File: src/rtl/mem_arbiter_if.sv
// Memory-controller side of mem_arbiter: one outstanding request at a time.
// The arbiter drives the master modport and the sram/SDRAM controller the slave modport.
interface mem_arbiter_if #(
  parameter int AW = 25
);
  // Handshake: mem_req rises with address, write enable and data already stable.
  // It stays high until the controller returns a single-cycle mem_ack, and read data
  // on mem_dout is valid only in that mem_ack cycle. mem_req drops on the next edge.
  logic          mem_req;
  logic          mem_we;
  logic [AW-1:0] mem_addr;
  logic [7:0]    mem_din;
  logic [15:0]   mem_dout;
  logic          mem_ack;

  modport master (
    output mem_req,
    output mem_we,
    output mem_addr,
    output mem_din,
    input  mem_dout,
    input  mem_ack
  );

  modport slave (
    input  mem_req,
    input  mem_we,
    input  mem_addr,
    input  mem_din,
    output mem_dout,
    output mem_ack
  );
endinterface

File: src/rtl/mem_arbiter.sv
// Four-way arbiter for the shared 16-bit memory port: video > CPU > FDD > ioctl,
// with FDD/ioctl aging so a busy CPU cannot starve disk image traffic.
module mem_arbiter #(
  parameter int AW        = 25,
  parameter int AGE_W     = 4,
  parameter int AGE_LIMIT = 15
) (
  input  logic          clk_sys,
  input  logic          reset,

  input  logic          vid_req,
  input  logic [AW-1:0] vid_addr,
  output logic [15:0]   vid_dout,
  output logic          vid_ack,

  input  logic          cpu_req,
  input  logic          cpu_we,
  input  logic [AW-1:0] cpu_addr,
  input  logic [7:0]    cpu_din,
  output logic [7:0]    cpu_dout,
  output logic          cpu_ack,

  input  logic          fdd_req,
  input  logic [AW-1:0] fdd_addr,
  output logic [7:0]    fdd_dout,
  output logic          fdd_ack,

  input  logic          io_req,
  input  logic [AW-1:0] io_addr,
  input  logic [7:0]    io_din,
  output logic          io_ack,

  mem_arbiter_if.master mem,

  output logic          busy,
  output logic [1:0]    grant,
  output logic [1:0]    state_dbg
);

  typedef enum logic [1:0] {
    S_IDLE = 2'd0,
    S_BUSY = 2'd1,
    S_DONE = 2'd2
  } state_t;

  localparam logic [1:0] G_VID = 2'd0;
  localparam logic [1:0] G_CPU = 2'd1;
  localparam logic [1:0] G_FDD = 2'd2;
  localparam logic [1:0] G_IO  = 2'd3;

  localparam logic [AGE_W-1:0] AGE_THRESH = AGE_W'(AGE_LIMIT);
  localparam logic [AGE_W-1:0] AGE_MAX    = {AGE_W{1'b1}};

  state_t          state_q,    state_d;
  logic [1:0]      grant_q,    grant_d;
  logic            mem_req_q,  mem_req_d;
  logic            mem_we_q,   mem_we_d;
  logic [AW-1:0]   mem_addr_q, mem_addr_d;
  logic [7:0]      mem_din_q,  mem_din_d;
  logic            busy_q,     busy_d;
  logic [15:0]     vid_dout_q, vid_dout_d;
  logic [7:0]      cpu_dout_q, cpu_dout_d;
  logic [7:0]      fdd_dout_q, fdd_dout_d;
  logic            vid_ack_q,  vid_ack_d;
  logic            cpu_ack_q,  cpu_ack_d;
  logic            fdd_ack_q,  fdd_ack_d;
  logic            io_ack_q,   io_ack_d;
  logic [AGE_W-1:0] fdd_age_q, fdd_age_d;
  logic [AGE_W-1:0] io_age_q,  io_age_d;

  logic            any_req;
  logic            fdd_aged;
  logic            io_aged;
  logic [1:0]      win;
  logic [7:0]      rd_byte;

  // Winner selection; aged FDD/ioctl requests jump ahead of the CPU but never video.
  always_comb begin
    any_req  = vid_req | cpu_req | fdd_req | io_req;
    fdd_aged = fdd_req && (fdd_age_q >= AGE_THRESH);
    io_aged  = io_req  && (io_age_q  >= AGE_THRESH);
    win      = G_VID;
    if (vid_req)       win = G_VID;
    else if (fdd_aged) win = G_FDD;
    else if (io_aged)  win = G_IO;
    else if (cpu_req)  win = G_CPU;
    else if (fdd_req)  win = G_FDD;
    else if (io_req)   win = G_IO;
  end

  // Byte lanes: even byte address on [7:0], odd on [15:8].
  assign rd_byte = mem_addr_q[0] ? mem.mem_dout[15:8] : mem.mem_dout[7:0];

  always_comb begin
    state_d    = state_q;
    grant_d    = grant_q;
    mem_req_d  = mem_req_q;
    mem_we_d   = mem_we_q;
    mem_addr_d = mem_addr_q;
    mem_din_d  = mem_din_q;
    busy_d     = busy_q;
    vid_dout_d = vid_dout_q;
    cpu_dout_d = cpu_dout_q;
    fdd_dout_d = fdd_dout_q;
    vid_ack_d  = 1'b0;
    cpu_ack_d  = 1'b0;
    fdd_ack_d  = 1'b0;
    io_ack_d   = 1'b0;
    fdd_age_d  = fdd_age_q;
    io_age_d   = io_age_q;

    case (state_q)
      S_IDLE: begin
        if (any_req) begin
          state_d   = S_BUSY;
          grant_d   = win;
          mem_req_d = 1'b1;
          busy_d    = 1'b1;
          case (win)
            G_VID: begin
              mem_addr_d = vid_addr;
              mem_we_d   = 1'b0;
              mem_din_d  = 8'h00;
            end
            G_CPU: begin
              mem_addr_d = cpu_addr;
              mem_we_d   = cpu_we;
              mem_din_d  = cpu_din;
            end
            G_FDD: begin
              mem_addr_d = fdd_addr;
              mem_we_d   = 1'b0;
              mem_din_d  = 8'h00;
            end
            default: begin
              mem_addr_d = io_addr;
              mem_we_d   = 1'b1;
              mem_din_d  = io_din;
            end
          endcase
        end

        // Ages only move while arbitration is live; they freeze in BUSY/DONE.
        if (!fdd_req || (any_req && win == G_FDD)) fdd_age_d = '0;
        else if (fdd_age_q != AGE_MAX)             fdd_age_d = fdd_age_q + 1'b1;

        if (!io_req || (any_req && win == G_IO)) io_age_d = '0;
        else if (io_age_q != AGE_MAX)            io_age_d = io_age_q + 1'b1;
      end

      S_BUSY: begin
        if (mem.mem_ack) begin
          state_d   = S_DONE;
          mem_req_d = 1'b0;
          busy_d    = 1'b0;
          case (grant_q)
            G_VID: begin
              vid_dout_d = mem.mem_dout;
              vid_ack_d  = 1'b1;
            end
            G_CPU: begin
              if (!mem_we_q) cpu_dout_d = rd_byte;
              cpu_ack_d = 1'b1;
            end
            G_FDD: begin
              fdd_dout_d = rd_byte;
              fdd_ack_d  = 1'b1;
            end
            default: io_ack_d = 1'b1;
          endcase
        end
      end

      S_DONE: begin
        state_d = S_IDLE;
      end

      default: begin
        state_d   = S_IDLE;
        mem_req_d = 1'b0;
        busy_d    = 1'b0;
      end
    endcase
  end

  always_ff @(posedge clk_sys) begin
    if (reset) begin
      state_q    <= S_IDLE;
      grant_q    <= G_VID;
      mem_req_q  <= 1'b0;
      mem_we_q   <= 1'b0;
      mem_addr_q <= '0;
      mem_din_q  <= 8'h00;
      busy_q     <= 1'b0;
      vid_dout_q <= 16'h0000;
      cpu_dout_q <= 8'h00;
      fdd_dout_q <= 8'h00;
      vid_ack_q  <= 1'b0;
      cpu_ack_q  <= 1'b0;
      fdd_ack_q  <= 1'b0;
      io_ack_q   <= 1'b0;
      fdd_age_q  <= '0;
      io_age_q   <= '0;
    end else begin
      state_q    <= state_d;
      grant_q    <= grant_d;
      mem_req_q  <= mem_req_d;
      mem_we_q   <= mem_we_d;
      mem_addr_q <= mem_addr_d;
      mem_din_q  <= mem_din_d;
      busy_q     <= busy_d;
      vid_dout_q <= vid_dout_d;
      cpu_dout_q <= cpu_dout_d;
      fdd_dout_q <= fdd_dout_d;
      vid_ack_q  <= vid_ack_d;
      cpu_ack_q  <= cpu_ack_d;
      fdd_ack_q  <= fdd_ack_d;
      io_ack_q   <= io_ack_d;
      fdd_age_q  <= fdd_age_d;
      io_age_q   <= io_age_d;
    end
  end

  assign mem.mem_req  = mem_req_q;
  assign mem.mem_we   = mem_we_q;
  assign mem.mem_addr = mem_addr_q;
  assign mem.mem_din  = mem_din_q;

  assign vid_dout  = vid_dout_q;
  assign cpu_dout  = cpu_dout_q;
  assign fdd_dout  = fdd_dout_q;
  assign vid_ack   = vid_ack_q;
  assign cpu_ack   = cpu_ack_q;
  assign fdd_ack   = fdd_ack_q;
  assign io_ack    = io_ack_q;
  assign busy      = busy_q;
  assign grant     = grant_q;
  assign state_dbg = state_q;

endmodule

File: src/flat_wrapper.sv
// flat-port wrapper written by rule: the top's interface ports become plain ports
module mem_arbiter_flat 
#(
  parameter int AW        = 25,
  parameter int AGE_W     = 4,
  parameter int AGE_LIMIT = 15
)
  (clk_sys, reset, vid_req, vid_addr, vid_dout, vid_ack, cpu_req, cpu_we, cpu_addr, cpu_din, cpu_dout, cpu_ack, fdd_req, fdd_addr, fdd_dout, fdd_ack, io_req, io_addr, io_din, io_ack, busy, grant, state_dbg, mem_mem_req, mem_mem_we, mem_mem_addr, mem_mem_din, mem_mem_dout, mem_mem_ack);
  mem_arbiter_if #(.AW(AW)) mem_i ();
  input  logic clk_sys;
  input  logic reset;
  input  logic vid_req;
  input  logic [AW-1:0] vid_addr;
  output logic [15:0] vid_dout;
  output logic vid_ack;
  input  logic cpu_req;
  input  logic cpu_we;
  input  logic [AW-1:0] cpu_addr;
  input  logic [7:0] cpu_din;
  output logic [7:0] cpu_dout;
  output logic cpu_ack;
  input  logic fdd_req;
  input  logic [AW-1:0] fdd_addr;
  output logic [7:0] fdd_dout;
  output logic fdd_ack;
  input  logic io_req;
  input  logic [AW-1:0] io_addr;
  input  logic [7:0] io_din;
  output logic io_ack;
  output logic busy;
  output logic [1:0] grant;
  output logic [1:0] state_dbg;
  output wire logic [$bits(mem_i.mem_req)-1:0] mem_mem_req;
  output wire logic [$bits(mem_i.mem_we)-1:0] mem_mem_we;
  output wire logic [$bits(mem_i.mem_addr)-1:0] mem_mem_addr;
  output wire logic [$bits(mem_i.mem_din)-1:0] mem_mem_din;
  input wire logic [$bits(mem_i.mem_dout)-1:0] mem_mem_dout;
  input wire logic [$bits(mem_i.mem_ack)-1:0] mem_mem_ack;
  assign mem_mem_req = mem_i.mem_req;
  assign mem_mem_we = mem_i.mem_we;
  assign mem_mem_addr = mem_i.mem_addr;
  assign mem_mem_din = mem_i.mem_din;
  assign mem_i.mem_dout = mem_mem_dout;
  assign mem_i.mem_ack = mem_mem_ack;
  mem_arbiter #(.AW(AW), .AGE_W(AGE_W), .AGE_LIMIT(AGE_LIMIT)) u_core (.clk_sys(clk_sys), .reset(reset), .vid_req(vid_req), .vid_addr(vid_addr), .vid_dout(vid_dout), .vid_ack(vid_ack), .cpu_req(cpu_req), .cpu_we(cpu_we), .cpu_addr(cpu_addr), .cpu_din(cpu_din), .cpu_dout(cpu_dout), .cpu_ack(cpu_ack), .fdd_req(fdd_req), .fdd_addr(fdd_addr), .fdd_dout(fdd_dout), .fdd_ack(fdd_ack), .io_req(io_req), .io_addr(io_addr), .io_din(io_din), .io_ack(io_ack), .mem(mem_i), .busy(busy), .grant(grant), .state_dbg(state_dbg));
endmodule
File: config.mk
export PLATFORM = sky130hd
export DESIGN_NAME = mem_arbiter_flat
export DESIGN_NICKNAME = d
export VERILOG_FILES = /design/src/rtl/mem_arbiter_if.sv /design/src/rtl/mem_arbiter.sv /design/src/flat_wrapper.sv
export SDC_FILE = /design/constraint.sdc
export NUM_CORES = 1
export LEC_CHECK = 0
export ABC_AREA = 1
export CAP_MARGIN = 20
export CORE_MARGIN = 1
export CORE_UTILIZATION = 43
export DETAILED_ROUTE_END_ITERATION = 10
export PLACE_DENSITY = 0.94
export SYNTH_ARGS = -nofsm -noshare
export SYNTH_HDL_FRONTEND = slang
export SYNTH_SLANG_ARGS = --single-unit
File: constraint.sdc
create_clock -name clk_sys -period 2.9 [get_ports clk_sys]
set_input_delay 0.725 -clock clk_sys [delete_from_list [all_inputs] [get_ports clk_sys]]
set_output_delay 0.725 -clock clk_sys [all_outputs]
set_load 0.01 [all_outputs]
== Word level (Yosys, flattened, before mapping) ==
Index checks and enable logic that the tools add are counted.
Word-level totals
  flip-flop bits (word level): 83
  bits in latches: 0
  RAM bits: 0
  memory bits (read-only): 0
  input bits: 140
  output and inout bits: 76
  memories kept: 0
Operators by class
  add/sub/neg operators: 2
  multipliers: 0
  div/mod/pow operators: 0
  order comparisons: 2
  equal/unequal tests: 11
  shift operators: 0
  multiplexer cells: 24
  bitwise gates (word level): 7
  reduce and logical (&&, ||, !) cells: 24
Operators with widths (number)
  $pmux 25 s3: 1
  $mux 2: 8
  $mux 4: 4
  $pmux 8 s2: 1
  $reduce_and 3->1: 3
  $add 4x1->4 const B: 2
  $eq 2x2->1 const B: 4
  $ge 4x4->1 const B: 2
  $mux 8: 1
  $ne 4x4->1 const B: 2
  $reduce_and 2->1: 4
  $eq 2x1->1 const B: 3
  $logic_not 2->1: 3
  $mux 1: 6
  $reduce_or 3->1: 2
  $logic_and 1x1->1: 4
  $not 1->1: 4
  $pmux 2 s2: 1
  $reduce_and 4->1: 1
  $reduce_bool 2->1: 2
  $or 1x1->1: 3
  $pmux 1 s3: 1
  $logic_not 1->1: 2
  $logic_or 1x1->1: 2
  other kinds (4): 4

== Logic depth before layout (Yosys ltp) ==
Gate-level depths: netlist (run 1).
  depth after elaboration: 11
  depth in mapped cells: 12

== Worst setup path after synthesis (run 1) ==
OpenSTA, ideal clock, no wires.
  path type: input port to flip-flop
  start point: input port io_req
  end point: register u_core.mem_addr_q[11] (netlist: u_core.mem.mem_addr[11])
  setup time: 0.064 ns
  arrival: 1.650 ns
  data required time: 2.836 ns
  path slack: 1.186 ns
  stages on the path: 10
  path buffers: 1
  path through: nand2_1 inv_1 nand2_1 nand2_1 nand2_2 buf_1 nand3_1 nand3_1 nor2_1 nor2_1
On the way
  word-level cells in the longest chain between the ends: 8
Ends and longest elaborated chain
  start: declaration: RTL line flat_wrapper.sv:26  | input logic io_req;
  $mux 2: RTL line mem_arbiter.sv:88  | else if (io_req) win = G_IO;
  $mux 2: RTL line mem_arbiter.sv:87  | else if (fdd_req) win = G_FDD;
  $mux 2: RTL line mem_arbiter.sv:86  | else if (cpu_req) win = G_CPU;
  $mux 2: RTL line mem_arbiter.sv:85  | else if (io_aged) win = G_IO;
  $mux 2: RTL line mem_arbiter.sv:84  | else if (fdd_aged) win = G_FDD;
  $mux 2: RTL line mem_arbiter.sv:83  | if (vid_req) win = G_VID;
  $eq 2x2->1, or another cell as far along: RTL line mem_arbiter.sv:119  | case (win)
  $pmux 25 s3: RTL line mem_arbiter.sv:119
  end signal: assignment: RTL line mem_arbiter.sv:209  | mem_addr_q <= mem_addr_d;
  end: declaration: RTL line mem_arbiter.sv:58  | logic [AW-1:0] mem_addr_q, mem_addr_d;
Several ways; a longest one is shown, not always the timed one.
A chain may end at the register's enable or synchronous reset.

== Worst setup path in the final report (run 1) ==
  start point: input port io_req
  end point: register u_core.fdd_age_q[2]
On the way
  word-level cells in the longest chain between the ends: 11
Ends and longest elaborated chain
  $mux 2: RTL line mem_arbiter.sv:88
  $mux 2: RTL line mem_arbiter.sv:87
  $mux 2: RTL line mem_arbiter.sv:86
  $mux 2: RTL line mem_arbiter.sv:85
  $mux 2: RTL line mem_arbiter.sv:84
  $mux 2: RTL line mem_arbiter.sv:83
  $eq 2x2->1: RTL line mem_arbiter.sv:144  | if (!fdd_req || (any_req && win == G_FDD)) fdd_age_d = '0;
  $logic_and 1x1->1 (*): RTL line mem_arbiter.sv:144
  $logic_or 1x1->1 (*): RTL line mem_arbiter.sv:144
  $reduce_bool 2->1 (no line)
  $reduce_and 2->1 (no line)
  end signal: assignment: RTL line mem_arbiter.sv:219  | fdd_age_q <= fdd_age_d;
  end: declaration: RTL line mem_arbiter.sv:68  | logic [AGE_W-1:0] fdd_age_q, fdd_age_d;
Every way passes the cells marked *; elsewhere a longest branch is shown, timed or not.

==> metrics.csv, run 1 <==
metric,value,unit
place_ws,0.260,ns
worst_pin_slew,0.588,ns
ant_nets,0,
relSlewSlack,60.7,%
area_growth,57.2,%
clock_latency,0.35,ns
fin_worst_skew,0.0134,ns
drive_gt1_share,4.90,%
hold_violations,0,
cp_cell_sequence,clkdlybuf4s50_1 -> nand2_1 -> inv_1 -> nand2_1 -> nand3_2 -> nand2_2 -> o21ai_1 -> nand2_1 -> nand2_1 -> nor2_1,
ys_seq_area_share,39.3,%
syn_area,0.00422,sq mm
post_cts_buffers,0,
core_area,0.00937,sq mm
drt_iter0_drc,316,
layout_common_cells,"clkdlybuf4s50_1 (215), nand3_1 (139), nor2_1 (102), nand2_1 (86), dfxtp_1 (83)",
crit_slowest_cell,clkdlybuf4s50_1,
maxCapViolations,0,
cts_inserted_buffers,9,
dieArea,0.0102,sq mm
p_per_area,455,mW/mm^2
num_vias,5147,
layout.cells.most_common,clkdlybuf4s50_1,
die_h,101,um
cts.hold.buffers_added,0,
antenna_found_initial,0,
total_power,3020,uW
setup_viol,0,
num-nets-final,974,
fin_setup_tns,0,ns
cts_tree,done,
synthCells,637,
cts.sinks,83,
hp-class,flip-flop to flip-flop,
cp_num_buf_inv,2,
critPathTopFamily,simple AND/OR/NAND/NOR gates,
min_period,2.30,ns
place.gp.congestion,0.937,
fin_crit_sh,79.4,%
grt_max_degree,70,
yosysWarnings,0,
clk_pin_slew,0.09,ns
overflow,0,
cts_resized,0,
h-tree-depth,3,
ir_worst_vdd,0.273,mV
setup_slack,0.597,ns
antenna_cells,0,
track_usage,27.8,%
grt_pass1_wl,22.3,mm
max_stage_delay,0.59,ns
dp_hpwl,10.6,mm
end_kind,flip-flop,
synth_cell_types,27,
start_util,45.1,%
wirelength,14.6,mm
critPathMaxFanout,27,
drt-pass1-iter-count,5,
multi_input_area,0.00217,sq mm
portBuffers,215,
seqCellArea,0.00166,sq mm
rows,35,
avgViaCountPerCell,5.33,
yosys_register_bits,83,
drv_slew,0,
drcViolationCount,0,
avgRoutedWirePerCell,15.1,um
num-fill-cells,781,
start_kind,input pin,
worst_path_most_repeated_cell,nand2_1,
clock_tree.buffer_depth,2,
syn_area_per_cell,6.63,sq um
rsz0062_at_grt,no,
p_leak,0.00273,uW
timing.fmax,434,MHz
status,"finished, final reports clean",
io_pins,216,
grt_pass1_vias,4655,
critical_path_arrival,2.54,ns
die-width,101,um
cts-root-buf,clkbuf_8,
synth_nets,779,
cp_data_required_time,3.14,ns
crit_type,input pin to flip-flop,
## registers in the layout (all words and copies together), names as in the netlist, 2 cells and up
register,cells
u_core.fdd_age_q,4
u_core.grant,2
u_core.mem.mem_addr,25
u_core.cpu_dout,8
u_core.state_dbg,2
u_core.io_age_q,4
u_core.fdd_dout,8
u_core.mem.mem_din,8
u_core.vid_dout,16
## cells in the mapped netlist
master	instances	area (sq um)
a21boi_2	1	11.3
a21oi_1	30	150
buf_1	3	11.3
buf_2	21	105
buf_4	1	7.51
buf_6	2	22.5
clkbuf_1	17	63.8
clkinv_1	2	7.51
dfxtp_1	83	1660
ha_1	2	25.0
inv_1	43	161
inv_2	3	11.3
nand2_1	86	323
nand2_2	2	12.5
nand3_1	139	696
nand3_2	1	10.0
nand4_1	25	156
nor2_1	102	383
nor2_2	1	6.26
nor2_4	1	11.3
nor3_1	2	10.0
nor3_2	2	20.0
o211ai_1	1	7.51
o21a_1	1	7.51
o21ai_0	60	300
o21ai_1	3	15.0
xor2_1	3	26.3
## worst paths after layout
path	from	to	slack, ns	cells past startpoint
setup / recovery	io_req	u_core.fdd_age_q[2]$_SDFFE_PP0P_	0.60	10
hold / removal	u_core.fdd_dout[5]$_SDFFE_PP0P_	u_core.fdd_dout[5]$_SDFFE_PP0P_	0.45	2
setup reg to reg	u_core.io_age_q[0]$_SDFFE_PP0P_	u_core.mem.mem_addr[19]$_SDFFE_PP0P_	0.98	10
hold reg to reg	u_core.fdd_dout[5]$_SDFFE_PP0P_	u_core.fdd_dout[5]$_SDFFE_PP0P_	0.45	2
## stage by stage
step / instances / instance area, sq um / hold slack (ns) / util (%)
6_report: 966 / 6640 / 0.449 / 70.8
3_5_place_dp: 950 / 6440 / 0.435 / 68.7
4_1_cts: 966 / 6640 / 0.449 / 70.8
5_1_grt: 966 / 6640 / 0.470 / 70.8
3_3_place_gp: 950 / 6440 / 0.432 / 68.7
2_1_floorplan: 637 / 4220 / 0.456 / -
## power breakdown
| part | switching, uW | internal, uW | total (uW) | leakage (uW) |
|---|---|---|---|---|
| sequential | 58.9 | 1230 | 1290 | 0.000681 |
| combinational | 427 | 452 | 878 | 0.00195 |
| clock | 446 | 404 | 850 | 0.0000962 |
## worst register-to-register path, cell delays in order, from the launching register on
cell     delay (ns)
dfxtp_1        0.33
ha_1           0.23
nand2_1        0.11
inv_1          0.05
nand2_1        0.09
nand3_2        0.14
inv_2          0.47
nand3_1        0.18
nand3_1        0.16
nor2_1         0.05
nor2_1         0.07
## cell type report
cell class / count / share of cell area, %
Inverter: 48 / 2.71
Multi-Input combinational cell: 462 / 32.7
Clock buffer: 9 / 1.87
Clock inverter: 7 / 1.15
Timing Repair Buffer: 228 / 34.1
Sequential cell: 83 / 25.0
Tap cell: 129 / 2.43
## routing by layer
layer	global-route usage (%)	up-vias	wire length, um	share of wire [%]
li1	-	2520	-	-
met1	31.9	2286	5450	37
met2	49.7	302	7270	50
met3	6.59	39	1430	9.8
met4	11.1	0	399	2.7
met5	0	-	0	0
## logic make-up (layout without fill, tap and decap cells)
group                      count (synthesis)  count (layout)  synth area share, %
AOI/OAI and AO/OA                         96              96                 11.6
xor gates and xnor gates                   3               3                0.622
adders and majority gates                  2               2                0.592
DFF                                       83              83                 39.3
buffers and inverters                     92             292                 9.24
and+or+nand+nor                          361             361                 38.5
Power figures use the tool's default switching activity.
==> run 2, diff against run 1 <==
- CORE_UTILIZATION: 43 -> 36
- PLACE_DENSITY: 0.94 -> 0.85
- clock period: 2.9 -> 2.05 ns (I/O delays scaled with it)
==> metrics.csv, run 2 (synthesis gave the netlist of run 1 again) <==
metric,value,unit,change
status,"finished, final reports clean",,unchanged
cts-root-buf,clkbuf_16,,was clkbuf_8
cts_tree,done,,unchanged
avgViaCountPerCell,5.10,,was 5.33
overflow,0,,unchanged
cp_num_buf_inv,1,,was 2
drv_slew,0,,unchanged
critPathTopFamily,buffers and inverters,,was simple AND/OR/NAND/NOR gates
start_kind,flip-flop,,was input pin
hp-class,flip-flop to flip-flop,,unchanged
clk_pin_slew,0.06,ns,was 0.09 ns
p_leak,0.00297,uW,was 0.00273 uW
whs,0.451,ns,was 0.449 ns
drive_gt1_share,7.87,%,was 4.90%
hold_violations,0,,unchanged
cp_cell_sequence,clkdlybuf4s50_1,,was clkdlybuf4s50_1 -> nand2_1 -> inv_1 -> nand2_1 -> nand3_2 -> nand2_2 -> o21ai_1 -> nand2_1 -> nand2_1 -> nor2_1
fin_crit_sh,94.0,%,
track_usage,23.5,%,was 27.8%
start_util,37.0,%,was 45.1%
critPathMaxFanout,7,,was 27
dieArea,0.0122,sq mm,was 0.0102 sq mm
drcViolationCount,0,,unchanged
cts.hold.buffers_added,0,,unchanged
wirelength,14.7,mm,was 14.6 mm
avgRoutedWirePerCell,14.6,um,was 15.1 um
portBuffers,215,,unchanged
clock_latency,0.33,ns,was 0.35 ns
antenna_cells,0,,unchanged
num-nets-final,1002,,was 974
num_vias,5134,,was 5147
drt_iter0_drc,408,,was 316
worst_pin_slew,0.406,ns,was 0.588 ns
place_ws,-0.220,ns,was 0.260 ns
crit_type,flip-flop to primary output,,was input pin to flip-flop
h-tree-depth,3,,unchanged
grt_pass1_wl,22.1,mm,was 22.3 mm
post_dp_cell_area,0.00670,sq mm,was 0.00644 sq mm
total_power,5020,uW,was 3020 uW
p_clk_share,37.3,%,was 28.1%
end_kind,primary output,,was flip-flop
cts_inserted_buffers,9,,unchanged
comb_power_share,26.4,%,was 29.1%
p_int,3670,uW,was 2090 uW
area_growth,67.7,%,was 57.2%
io_pins,216,,unchanged
final_cell_area,0.00708,sq mm,was 0.00664 sq mm
timing.fmax,519,MHz,
place.gp.congestion,0.904,,was 0.937
maxCapViolations,0,,unchanged
drt-pass1-iter-count,5,,unchanged
relSlewSlack,72.7,%,was 60.7%
largest_reg_flops,25,,unchanged
setup_viol,0,,unchanged
rows,39,,was 35
ir_worst_vdd,0.405,mV,was 0.273 mV
crit_slowest_cell,clkdlybuf4s50_1,,unchanged
cp_data_required_time,1.54,ns,was 3.14 ns
layout.cells.most_common,clkdlybuf4s50_1,,unchanged
fin_cells,1007,,was 966
seqPwrFrac,36.4,%,was 42.8%
rsz0062_at_grt,no,,unchanged
switchingPower,1340,uW,was 931 uW
clock_tree.buffer_depth,2,,unchanged
layout_common_cells,"clkdlybuf4s50_1 (214), nand3_1 (139), nor2_1 (102), nand2_1 (85), dfxtp_1 (83)",,"was clkdlybuf4s50_1 (215), nand3_1 (139), nor2_1 (102), nand2_1 (86), dfxtp_1 (83)"
p_per_area,708,mW/mm^2,was 455 mW/mm^2
core_area,0.0114,sq mm,was 0.00937 sq mm
die-width,110,um,was 101 um
swShare,26.8,%,was 30.8%
dp_cells,989,,was 950
cts.sinks,83,,unchanged
critical_path_arrival,1.41,ns,was 2.54 ns
max_stage_delay,0.62,ns,was 0.59 ns
dp_hpwl,10.9,mm,was 10.6 mm
setup_slack,0.123,ns,was 0.597 ns
fin_worst_skew,0.00506,ns,was 0.0134 ns
grt_max_degree,42,,was 70
die_h,110,um,was 101 um
min_period,1.93,ns,
antenna_found_initial,0,,unchanged
ant_nets,0,,unchanged
grt_pass1_vias,4653,,was 4655
==> run 2: changes by cell type in the layout (fill, tap and decap cells not counted), sizes merged, moves of 2 or more <==
cell      previous run  this run
inv                 49        47
clkbuf               9        11
clkinvlp             2         0
buf                 13        41
bufinv               1         3
==> run 2: layer usage <==
metal	routed length, um	GRT usage (%)	vias up	share of wire [%]
li1	-	-	2568	-
met1	6000	27.9	2306	41
met2	7160	41.6	241	49
met3	1310	5.53	19	8.9
met4	189	7.52	0	1.3
met5	0	0	-	0
==> run 2: worst paths after layout <==
kind / startpoint / endpoint / slack, ns / cells after the start
setup / recovery: u_core.grant[1]$_SDFFE_PP0P_ / grant[1] / 0.12 / 1
hold / removal: u_core.fdd_dout[3]$_SDFFE_PP0P_ / u_core.fdd_dout[3]$_SDFFE_PP0P_ / 0.45 / 2
setup reg to reg: u_core.io_age_q[0]$_SDFFE_PP0P_ / u_core.io_age_q[3]$_SDFFE_PP0P_ / 0.27 / 11
hold reg to reg: u_core.fdd_dout[3]$_SDFFE_PP0P_ / u_core.fdd_dout[3]$_SDFFE_PP0P_ / 0.45 / 2
==> run 2: area by class of cell <==
| type | instances | area [sq um] |
|---|---|---|
| tap | 143 | 179 |
| clock inverter | 4 | 98.8 |
| sequential | 83 | 1660 |
| fill | 991 | 4340 |
| inverter | 48 | 180 |
| clock buffer | 11 | 243 |
| timing repair buffer | 256 | 2540 |
| multi-input combinational | 462 | 2180 |
==> run 2: tightest hold or removal path: stages, from the launching register on <==
cell and delay, ns:
dfxtp_1 0.31, inv_1 0.05, a21oi_1 0.05
==> run 2: power groups by stage <==
stage                     Clock (uW)  Combinational [uW]  Sequential [uW]
final                           1870                1320             1830
after global routing            1990                1440             1840
after CTS                       1900                1310             1830
after detailed placement           0                1310             1860
after global placement             0                1290             1860
after floorplan                    0                 518             1910
==> run 2: timing repair <==
action                     CTS  global route
buffers inserted             0             3
resized for setup            0             3
hold endpoints to repair     0             0
setup endpoints to repair    0             8
==> run 2: through the flow <==
stage	util, %	setup TNS (ns)
after floorplan	-	0
after global placement	58.7	-3.66
after detailed placement	58.7	-6.12
after CTS	61.7	0
after global routing	62.0	0
final	62.0	0
